==> src/rtl/cmos_wr_pkg.sv <==
// Shared types and widths for the CMOS capture -> SDRAM write-port gate.
package cmos_wr_pkg;

  localparam int PIX_W  = 16;
  localparam int PORT_W = 32;

  typedef enum logic [1:0] {
    IDLE,
    WAIT_VS,
    ACTIVE,
    DROP
  } wr_state_t;

  typedef struct packed {
    logic [4:0] r;
    logic [5:0] g;
    logic [4:0] b;
  } rgb565_t;

endpackage

==> src/rtl/edge_det.sv <==
// Registered single-bit edge detector; RISING selects rise (1) or fall (0) detection.
module edge_det #(
  parameter bit RISING = 1'b1
) (
  input  logic clk,
  input  logic rst,
  input  logic d,
  output logic pulse
);

  logic d_reg;

  always_ff @(posedge clk) begin
    if (rst) d_reg <= 1'b0;
    else     d_reg <= d;
  end

  generate
    if (RISING) begin : g_rise
      assign pulse = d & ~d_reg;
    end else begin : g_fall
      assign pulse = ~d & d_reg;
    end
  endgenerate

endmodule

==> src/rtl/cmos_frame_writer.sv <==
// Frame-synchronous gate from the RGB565 capture stage to SDRAM write port 1.
// Optional good/bad frame counters are built when FRAME_STATS_EN is defined.
module cmos_frame_writer
  import cmos_wr_pkg::*;
#(
  parameter int H_ACT = 640,
  parameter int V_ACT = 480,
  parameter int DW    = PIX_W
) (
  input  logic              clk,
  input  logic              rst,
  input  logic              enable,
  input  logic              in_vsync,
  input  logic              in_href,
  input  logic              in_clken,
  input  logic [DW-1:0]     in_data,
  input  logic              wr_full,
  output logic              wr_en,
  output logic [PORT_W-1:0] wr_data,
  output logic              wr_load,
  output logic              frame_done,
  output logic              frame_err,
  output logic [15:0]       frame_cnt,
  output logic [7:0]        err_cnt
);

  localparam int XW = $clog2(H_ACT + 1);
  localparam int YW = $clog2(V_ACT + 2);
  localparam logic [XW-1:0] X_FULL = XW'(H_ACT);
  localparam logic [YW-1:0] Y_FULL = YW'(V_ACT);
  localparam logic [YW-1:0] Y_SAT  = YW'(V_ACT + 1);

  logic vs_rise;
  logic href_fall;
  logic pixel;

  edge_det #(.RISING(1'b1)) u_vs_det (
    .clk   (clk),
    .rst   (rst),
    .d     (in_vsync),
    .pulse (vs_rise)
  );

  edge_det #(.RISING(1'b0)) u_href_det (
    .clk   (clk),
    .rst   (rst),
    .d     (in_href),
    .pulse (href_fall)
  );

  assign pixel = in_href & in_clken;

  wr_state_t         state_reg, state_next;
  logic [XW-1:0]     x_reg, x_next;
  logic [YW-1:0]     y_reg, y_next;
  logic              err_reg, err_next;
  logic              wr_en_reg, wr_en_next;
  logic [PORT_W-1:0] wr_data_reg, wr_data_next;
  logic              wr_load_reg, wr_load_next;
  logic              done_reg, done_next;
  logic              ferr_reg, ferr_next;
  logic              close_frame;
  logic              open_frame;

  always_ff @(posedge clk) begin
    if (rst) begin
      state_reg   <= IDLE;
      x_reg       <= '0;
      y_reg       <= '0;
      err_reg     <= 1'b0;
      wr_en_reg   <= 1'b0;
      wr_data_reg <= '0;
      wr_load_reg <= 1'b0;
      done_reg    <= 1'b0;
      ferr_reg    <= 1'b0;
    end else begin
      state_reg   <= state_next;
      x_reg       <= x_next;
      y_reg       <= y_next;
      err_reg     <= err_next;
      wr_en_reg   <= wr_en_next;
      wr_data_reg <= wr_data_next;
      wr_load_reg <= wr_load_next;
      done_reg    <= done_next;
      ferr_reg    <= ferr_next;
    end
  end

  always_comb begin
    state_next   = state_reg;
    x_next       = x_reg;
    y_next       = y_reg;
    err_next     = err_reg;
    wr_en_next   = 1'b0;
    wr_data_next = wr_data_reg;
    wr_load_next = 1'b0;
    done_next    = 1'b0;
    ferr_next    = 1'b0;
    close_frame  = 1'b0;
    open_frame   = 1'b0;

    unique case (state_reg)
      IDLE: begin
        if (enable) state_next = WAIT_VS;
      end
      WAIT_VS: begin
        if (vs_rise) begin
          if (enable) open_frame = 1'b1;
          else        state_next = IDLE;
        end
      end
      ACTIVE: begin
        // A frame start outranks any pixel or line end arriving in the same cycle.
        if (vs_rise) begin
          close_frame = 1'b1;
        end else begin
          if (pixel) begin
            if (wr_full) begin
              err_next   = 1'b1;
              state_next = DROP;
            end else if (x_reg < X_FULL) begin
              wr_en_next   = 1'b1;
              wr_data_next = PORT_W'(in_data);
              x_next       = x_reg + 1'b1;
            end else begin
              err_next = 1'b1;
            end
          end
          if (href_fall) begin
            if (x_reg != X_FULL) err_next = 1'b1;
            x_next = '0;
            if (y_reg != Y_SAT) y_next = y_reg + 1'b1;
          end
        end
      end
      DROP: begin
        if (vs_rise) close_frame = 1'b1;
      end
      default: state_next = IDLE;
    endcase

    if (close_frame) begin
      done_next = ~err_reg & (y_reg == Y_FULL);
      ferr_next = ~(~err_reg & (y_reg == Y_FULL));
      if (enable) open_frame = 1'b1;
      else        state_next = IDLE;
    end

    if (open_frame) begin
      state_next   = ACTIVE;
      wr_load_next = 1'b1;
      x_next       = '0;
      y_next       = '0;
      err_next     = 1'b0;
    end
  end

  assign wr_en      = wr_en_reg;
  assign wr_data    = wr_data_reg;
  assign wr_load    = wr_load_reg;
  assign frame_done = done_reg;
  assign frame_err  = ferr_reg;

`ifdef FRAME_STATS_EN
  logic [15:0] frame_cnt_reg;
  logic [7:0]  err_cnt_reg;

  // Counters step on the same edge that raises the matching pulse.
  always_ff @(posedge clk) begin
    if (rst) begin
      frame_cnt_reg <= '0;
      err_cnt_reg   <= '0;
    end else begin
      if (done_next && frame_cnt_reg != 16'hFFFF) frame_cnt_reg <= frame_cnt_reg + 16'd1;
      if (ferr_next && err_cnt_reg != 8'hFF)      err_cnt_reg   <= err_cnt_reg + 8'd1;
    end
  end

  assign frame_cnt = frame_cnt_reg;
  assign err_cnt   = err_cnt_reg;
`else
  assign frame_cnt = 16'd0;
  assign err_cnt   = 8'd0;
`endif

endmodule
==> config.mk <==
export PLATFORM = sky130hd
export DESIGN_NAME = cmos_frame_writer
export DESIGN_NICKNAME = d
export VERILOG_FILES = /design/src/rtl/cmos_wr_pkg.sv /design/src/rtl/edge_det.sv /design/src/rtl/cmos_frame_writer.sv
export SDC_FILE = /design/constraint.sdc
export NUM_CORES = 1
export LEC_CHECK = 0
export ABC_AREA = 1
export CAP_MARGIN = 10
export CORE_UTILIZATION = 50
export CTS_BUF_LIST = sky130_fd_sc_hd__clkbuf_2 sky130_fd_sc_hd__clkbuf_4 sky130_fd_sc_hd__clkbuf_8
export DETAILED_ROUTE_END_ITERATION = 8
export PLACE_DENSITY_LB_ADDON = 0.2
export SYNTH_ARGS = -nofsm -noshare
export SYNTH_HDL_FRONTEND = slang
export SYNTH_HIERARCHICAL = 1
export SYNTH_SLANG_ARGS = --single-unit
==> constraint.sdc <==
create_clock -name clk -period 3.3 [get_ports clk]
set_input_delay 0.99 -clock clk [delete_from_list [all_inputs] [get_ports clk]]
set_output_delay 0.99 -clock clk [all_outputs]
set_load 0.005 [all_outputs]
==> reports/qor.yml, run 1 <==
run_status:
  outcome: "finished with violations"
  failed_checks: "DRC"
cts:
  cts_resized: 0
  htreeDepth: 2
  cts.sinks: 44
  cts-buffers-inserted: 5
  clk_path_buf_depth: 2
  clkTransAtPathRegs_ns: 0.09
  root_buffer: "clkbuf_8"
  cts_setup_buffers: 0
  cts_tree: "done"
  insertion_delay_ns: 0.30
  ctsHoldBuffers: 0
logic_synthesis:
  synthAdderAreaFrac: 0.0267
  avgSynthCellArea_um2: 7.06
  yosys_warnings: 6
  yosys-mux-area-fraction: 0
  synth-compound-area-share: 0.111
  synth-seq-area-share: 0.376
  synthSimpleGateAreaFrac: 0.266
  synthCells: 332
  synth_xor_area_frac: 0.0224
  synth_top_family_by_area: "simple AND/OR/NAND/NOR gates"
  synth_area_um2: 2340
  synthFlopType: "dfxtp_1"
  synth_cell_type_count: 29
  async_flop_share: 0
  synth_edf_count: 0
  synth-seq-cells: 44
layout:
  n_antenna_cell: 0
  nNetsFinal: 405
  largest_reg_flops: 16
  drive_gt1_frac: 0.0557
  syn_to_final_growth_pct: 18.8
  multiInputGateArea_um2: 1150
  fill_cells: 405
  seqCellArea_um2: 881
  final_util: 0.626
sta:
  setup_viol: 0
  rsz0062_at_grt: "false"
  maxSlewHeadroom: 0.666
  tns_ns: 0
  period_share: 0.749
  hold_ws_ns: 0.486
  hold_violations: 0
  worst_slew_pin_slew_ns: 0.500
  finalClockSkew_ns: 0.0106
  period_needed_ns: 2.47
  slew_viol_final: 0
  fmax_ghz: 0.404
route:
  wl_per_cell_um: 10.8
  vias: 2010
  wirelength_um: 4620
  viasPerCell: 4.69
  drt_iter0_drc: 90
  drt.antenna.violating_nets: 0
  first_pass_iters: 6
  drc: 13
global_route:
  first_global_vias: 1669
  grt_overflow: 0
  grt_max_degree: 19
  antenna_found_initial: 0
  grt_usage: 0.193
  grt_pass1_wl_um: 7530
power:
  p_sw_w: 0.000224
  leakage_nw: 1.14
  power_w: 0.00109
  pwr-share-clk: 0.436
  combPwrFrac: 0.071
  p_seq_frac: 0.493
  swShare: 0.205
  vdd.ir_drop.worst_mv: 0.269
  power_density_nw_per_um2: 393
  p_int_w: 0.000870
worst_hold_path:
  hold_path_class: "reg -> reg"
placement:
  gp_congestion: 0.810
  dp_hpwl_um: 3420
  port_buffers: 42
setup_path:
  cp.arrival_ns: 2.67
  worstPathCellList: "clkdlybuf4s50_1, inv_1, nor2_1, inv_2, nand3b_1, nor2_2, nand2_2, inv_2, o21ai_0, nor2_1"
  crit_type: "in -> reg"
  crit_path_end_kind: "flip-flop"
  required_ns: 3.50
  crit_path_max_incr_delay_ns: 0.45
  cp_num_buf_inv: 4
  crit_path_max_fanout: 18
  critical_path.startpoint_type: "primary input"
  cp_top_family: "buffers and inverters"
  critPathSlowestCell: "clkdlybuf4s50_1"
floorplan:
  die_w_um: 70.5
  initial_core_util: 0.527
  ios: 83
  die_area_um2: 4960
  std_cell_rows: 24
  die_h_um: 70.5
  coreArea_um2: 4440
job:
  drv_cap: 0
==> power groups by stage <==
| stage | sequential, W | combinational, W | clock (W) |
|---|---|---|---|
| 2_1_floorplan | 0.000552 | 0.0000724 | 0 |
| 3_3_place_gp | 0.000552 | 0.0000769 | 0 |
| 3_5_place_dp | 0.000552 | 0.0000770 | 0 |
| 4_1_cts | 0.000540 | 0.0000776 | 0.000491 |
| 5_1_grt | 0.000541 | 0.0000872 | 0.000510 |
| 6_report | 0.000539 | 0.0000782 | 0.000477 |
==> cell usage after synthesis (3+ instances only) <==
| cell | instances | area [um^2] |
|---|---|---|
| inv_2 | 4 | 15.0 |
| nand3_1 | 15 | 75.1 |
| ha_1 | 5 | 62.6 |
| nand2_1 | 51 | 191 |
| a21oi_1 | 18 | 90.1 |
| xor2_1 | 5 | 43.8 |
| buf_4 | 40 | 300 |
| nor3_1 | 3 | 15.0 |
| dfxtp_1 | 44 | 881 |
| inv_1 | 28 | 105 |
| nor2_1 | 70 | 263 |
| o21ai_0 | 24 | 120 |
| nand4_1 | 3 | 18.8 |
==> layout by cell type, fill, tap and decap left out, drive strengths merged <==
master / count
inv: 33
dfxtp: 44
nand3: 15
a21oi: 18
o21ai: 28
ha: 5
nor3: 3
nor2: 72
xnor2: 1
nor3b: 1
bufinv: 2
buf: 2
nand3b: 1
a31oi: 2
nand4: 3
a221oi: 1
clkdlybuf4s50: 42
clkbuf: 5
xor2: 5
or2: 1
nand2: 53
conb: 40
==> worst reg2reg max path, delay by kind of cell (launching register included) <==
family,cells,cell delay [ns]
buf+inv,1,0.20
simple gates,4,0.71
compound gates,2,0.29
flops,1,0.36
==> logic make-up after synthesis <==
| logic type | count (synthesis) |
|---|---|
| AOI/OAI and AO/OA | 49 |
| xor gates and xnor gates | 6 |
| adders and majority gates | 5 |
| buffers and inverters | 78 |
| DFF | 44 |
| other | 1 |
| and+or+nand+nor | 149 |
==> path summary, 6_finish.rpt <==
| kind | from | to | slack [ns] | cells after the start |
|---|---|---|---|---|
| max | in_vsync | x_reg[0] | 0.83 | 10 |
| min | wr_data[0] | wr_data[0] | 0.49 | 2 |
| max reg2reg | state_reg[1] | x_reg[2] | 1.69 | 7 |
| min reg2reg | wr_data[0] | wr_data[0] | 0.49 | 2 |
==> metrics by stage <==
| step | std cells | worst slack (ns) | area [um^2] |
|---|---|---|---|
| finish | 429 | 0.827 | 2780 |
| global route | 429 | 0.662 | 2780 |
| CTS | 429 | 0.825 | 2780 |
| detailed placement | 422 | 0.504 | 2660 |
| global placement | 422 | 0.550 | 2660 |
| floorplan | 371 | 1.27 | 2490 |
==> cell type report <==
| class | instances | share of cell area |
|---|---|---|
| multi-input combinational | 249 | 0.412 |
| clock inverter | 2 | 0.0216 |
| clock buffer | 5 | 0.0247 |
| tap | 52 | 0.0234 |
| timing repair buffer | 44 | 0.156 |
| sequential | 44 | 0.316 |
| inverter | 33 | 0.0454 |
==> metal layers <==
metal | vias to the layer above | track usage | part of all wire
met1 | 897 | 0.238 | 0.46
met2 | 53 | 0.314 | 0.48
met4 | 0 | 0.0726 | 0.014
met5 | - | 0 | 0
met3 | 5 | 0.0620 | 0.052
li1 | 1055 | - | -
(Power assumes the default switching activity.)
==> run 2, diff against run 1 <==
--- a/config.mk
+++ b/config.mk
@@ -7,7 +7,7 @@
 export LEC_CHECK = 0
 export ABC_AREA = 1
 export CAP_MARGIN = 10
-export CORE_UTILIZATION = 50
+export CORE_UTILIZATION = 42
 export CTS_BUF_LIST = sky130_fd_sc_hd__clkbuf_2 sky130_fd_sc_hd__clkbuf_4 sky130_fd_sc_hd__clkbuf_8
 export DETAILED_ROUTE_END_ITERATION = 8
 export PLACE_DENSITY_LB_ADDON = 0.2
==> constraint.sdc (replaced) <==
create_clock -name clk -period 2 [get_ports clk]
set_input_delay 0.6 -clock clk [delete_from_list [all_inputs] [get_ports clk]]
set_output_delay 0.6 -clock clk [all_outputs]
set_load 0.005 [all_outputs]
==> reports/qor.yml, run 2 (synthesized netlist as in run 1, its figures left out) <==
layout:
  layout_commonest_cell: "nor2_1"
  fill_cells: 544  # +34%
  nNetsFinal: 417  # +3.0%
  syn_to_final_growth_pct: 22.4
  multiInputGateArea_um2: 1150  # +0.22%
  mostFrequentLayoutCells: "69 x nor2_1, 51 x nand2_1, 44 x dfxtp_1, 42 x clkdlybuf4s50_1, 40 x conb_1"
  seqCellArea_um2: 881  # unchanged
  drive_gt1_frac: 0.0897  # +0.0340
  final_util: 0.548  # -0.0789
  n_antenna_cell: 0  # unchanged
  largest_reg_flops: 16  # unchanged
route:
  vias: 2047  # +1.8%
  routed.top_layer: "met4"
  routed-wl-met2_um: 2240  # +1.9%
  drt.antenna.violating_nets: 0  # unchanged
  wl_met3_um: 215  # -9.7%
  drt_iter0_drc: 89  # -1.1%
  drc: 0  # -13
  viasPerCell: 4.45  # -5.0%
  met1_length_um: 2290  # +8.3%
  wirelength_um: 4830  # +4.4%
  first_pass_iters: 4  # -2
  wl_per_cell_um: 10.5  # -2.6%
floorplan:
  ios: 83  # unchanged
  die_w_um: 76.7  # +8.8%
  die_area_um2: 5880  # +18%
  die_h_um: 76.7  # +8.8%
  initial_core_util: 0.447  # -0.0799
  coreArea_um2: 5240  # +18%
  std_cell_rows: 26  # +8.3%
setup_path:
  critical_path.most_common_cell: "nor2_1"
  crit_path_end_kind: "flip-flop"
  critPathSlowestCell: "clkdlybuf4s50_1"
  cp.arrival_ns: 2.02  # -0.65 ns
  crit_type: "in -> reg"
  crit_path_max_incr_delay_ns: 0.45  # about the same
  crit_path_max_fanout: 9  # -9
  cp_top_family: "buffers and inverters"
  critical_path.startpoint_type: "primary input"
  worstPathCellList: "clkdlybuf4s50_1, inv_1, nor2_1, inv_2, nand3b_1, nor2_2, nand2_2, buf_4, nand2_8, a21oi_1, nor2_1"
  required_ns: 2.19  # -1.31 ns
  cp_num_buf_inv: 4  # unchanged
power:
  combPwrFrac: 0.089  # +0.018
  vdd.ir_drop.worst_mv: 0.444  # +65%
  p_sw_w: 0.000389  # +73%
  power_density_nw_per_um2: 572  # +46%
  leakage_nw: 1.18  # +3.5%
  swShare: 0.237  # +0.0320
  p_int_w: 0.00125  # +44%
  pwr-share-clk: 0.368  # -0.068
  p_seq_frac: 0.542  # +0.049
run_status:
  outcome: "complete, no violations"
placement:
  dp_hpwl_um: 3620  # +5.9%
  port_buffers: 42  # unchanged
  gp_congestion: 0.812  # +0.31%
cts:
  cts.sinks: 44  # unchanged
  ctsHoldBuffers: 0  # unchanged
  cts_tree: "done"
  htreeDepth: 2  # unchanged
  cts_resized: 0  # unchanged
  clk_path_buf_depth: 2  # unchanged
  root_buffer: "clkbuf_8"
  clkTransAtPathRegs_ns: 0.08  # about the same
  cts_setup_buffers: 0  # unchanged
  insertion_delay_ns: 0.30  # about the same
  cts-buffers-inserted: 5  # unchanged
sta:
  period_needed_ns: 1.83
  hold_ws_ns: 0.485  # -0.000702 ns
  slew_viol_final: 0  # unchanged
  hold_violations: 0  # unchanged
  finalClockSkew_ns: 0.00790  # -0.00270 ns
  rsz0062_at_grt: "false"
  period_share: 0.913
  fmax_ghz: 0.547
  setup_viol: 0  # unchanged
global_route:
  grt_usage: 0.172  # -0.0210
  first_global_vias: 1826  # +9.4%
  grt_overflow: 0  # unchanged
  grt_pass1_wl_um: 8290  # +10%
  grt_max_degree: 19  # unchanged
  antenna_found_initial: 0  # unchanged
worst_hold_path:
  hold_path_class: "reg -> reg"
job:
  drv_cap: 0  # unchanged
-- run 2: cell count changes in the layout (fill, tap and decap cells not counted) --
cell,previous run,this run
buf_4,2,14
bufinv_16,2,0
clkbuf_4,0,1
clkbuf_8,5,6
clkinvlp_4,0,1
nor2_1,70,69
nor2_2,2,3
-- run 2: layer usage --
metal	up-vias	track usage
met1	911	0.219
met4	0	0.0462
met2	51	0.290
li1	1077	-
met3	8	0.0417
met5	-	0
-- run 2: metrics by stage --
step                      cells  instance area (um^2)  total power (W)  setup WS [ns]  TNS, ns
final                       460                  2870          0.00164          0.173        0
after global routing        460                  2870          0.00171         0.0592        0
after CTS                   460                  2870          0.00166          0.130        0
after detailed placement    452                  2770          0.00106         -0.163    -3.16
after global placement      452                  2770          0.00105         -0.103    -1.65
after floorplan             371                  2490          0.00103          0.364        0
-- run 2: final timing paths --
kind,start,endpoint,slack [ns],cells after the start
max,in_vsync,x_reg[2],0.17,11
min,wr_data[9],wr_data[9],0.49,2
max reg2reg,y_reg[0],y_reg[0],0.53,6
min reg2reg,wr_data[9],wr_data[9],0.49,2
-- run 2: power by group through the flow --
stage / Clock, W / Combinational (W) / Sequential, W
finish: 0.000605 / 0.000146 / 0.000890
global route: 0.000656 / 0.000163 / 0.000892
CTS: 0.000623 / 0.000145 / 0.000890
detailed placement: 0 / 0.000144 / 0.000911
global placement: 0 / 0.000144 / 0.000911
floorplan: 0 / 0.000119 / 0.000910
-- run 2: tightest hold or removal path, delay by kind of cell, from the launching register on --
family	cells	cell delay [ns]
flip-flops	1	0.33
AND/OR/NAND/NOR	2	0.13
-- run 2: layout make-up --
type	instances	area share
multi-input cells	249	0.401
clock inverters	1	0.00262
repair buffers	56	0.183
inverters	33	0.0441
clock buffers	7	0.0314
flip-flops and latches	44	0.307
well taps	70	0.0305
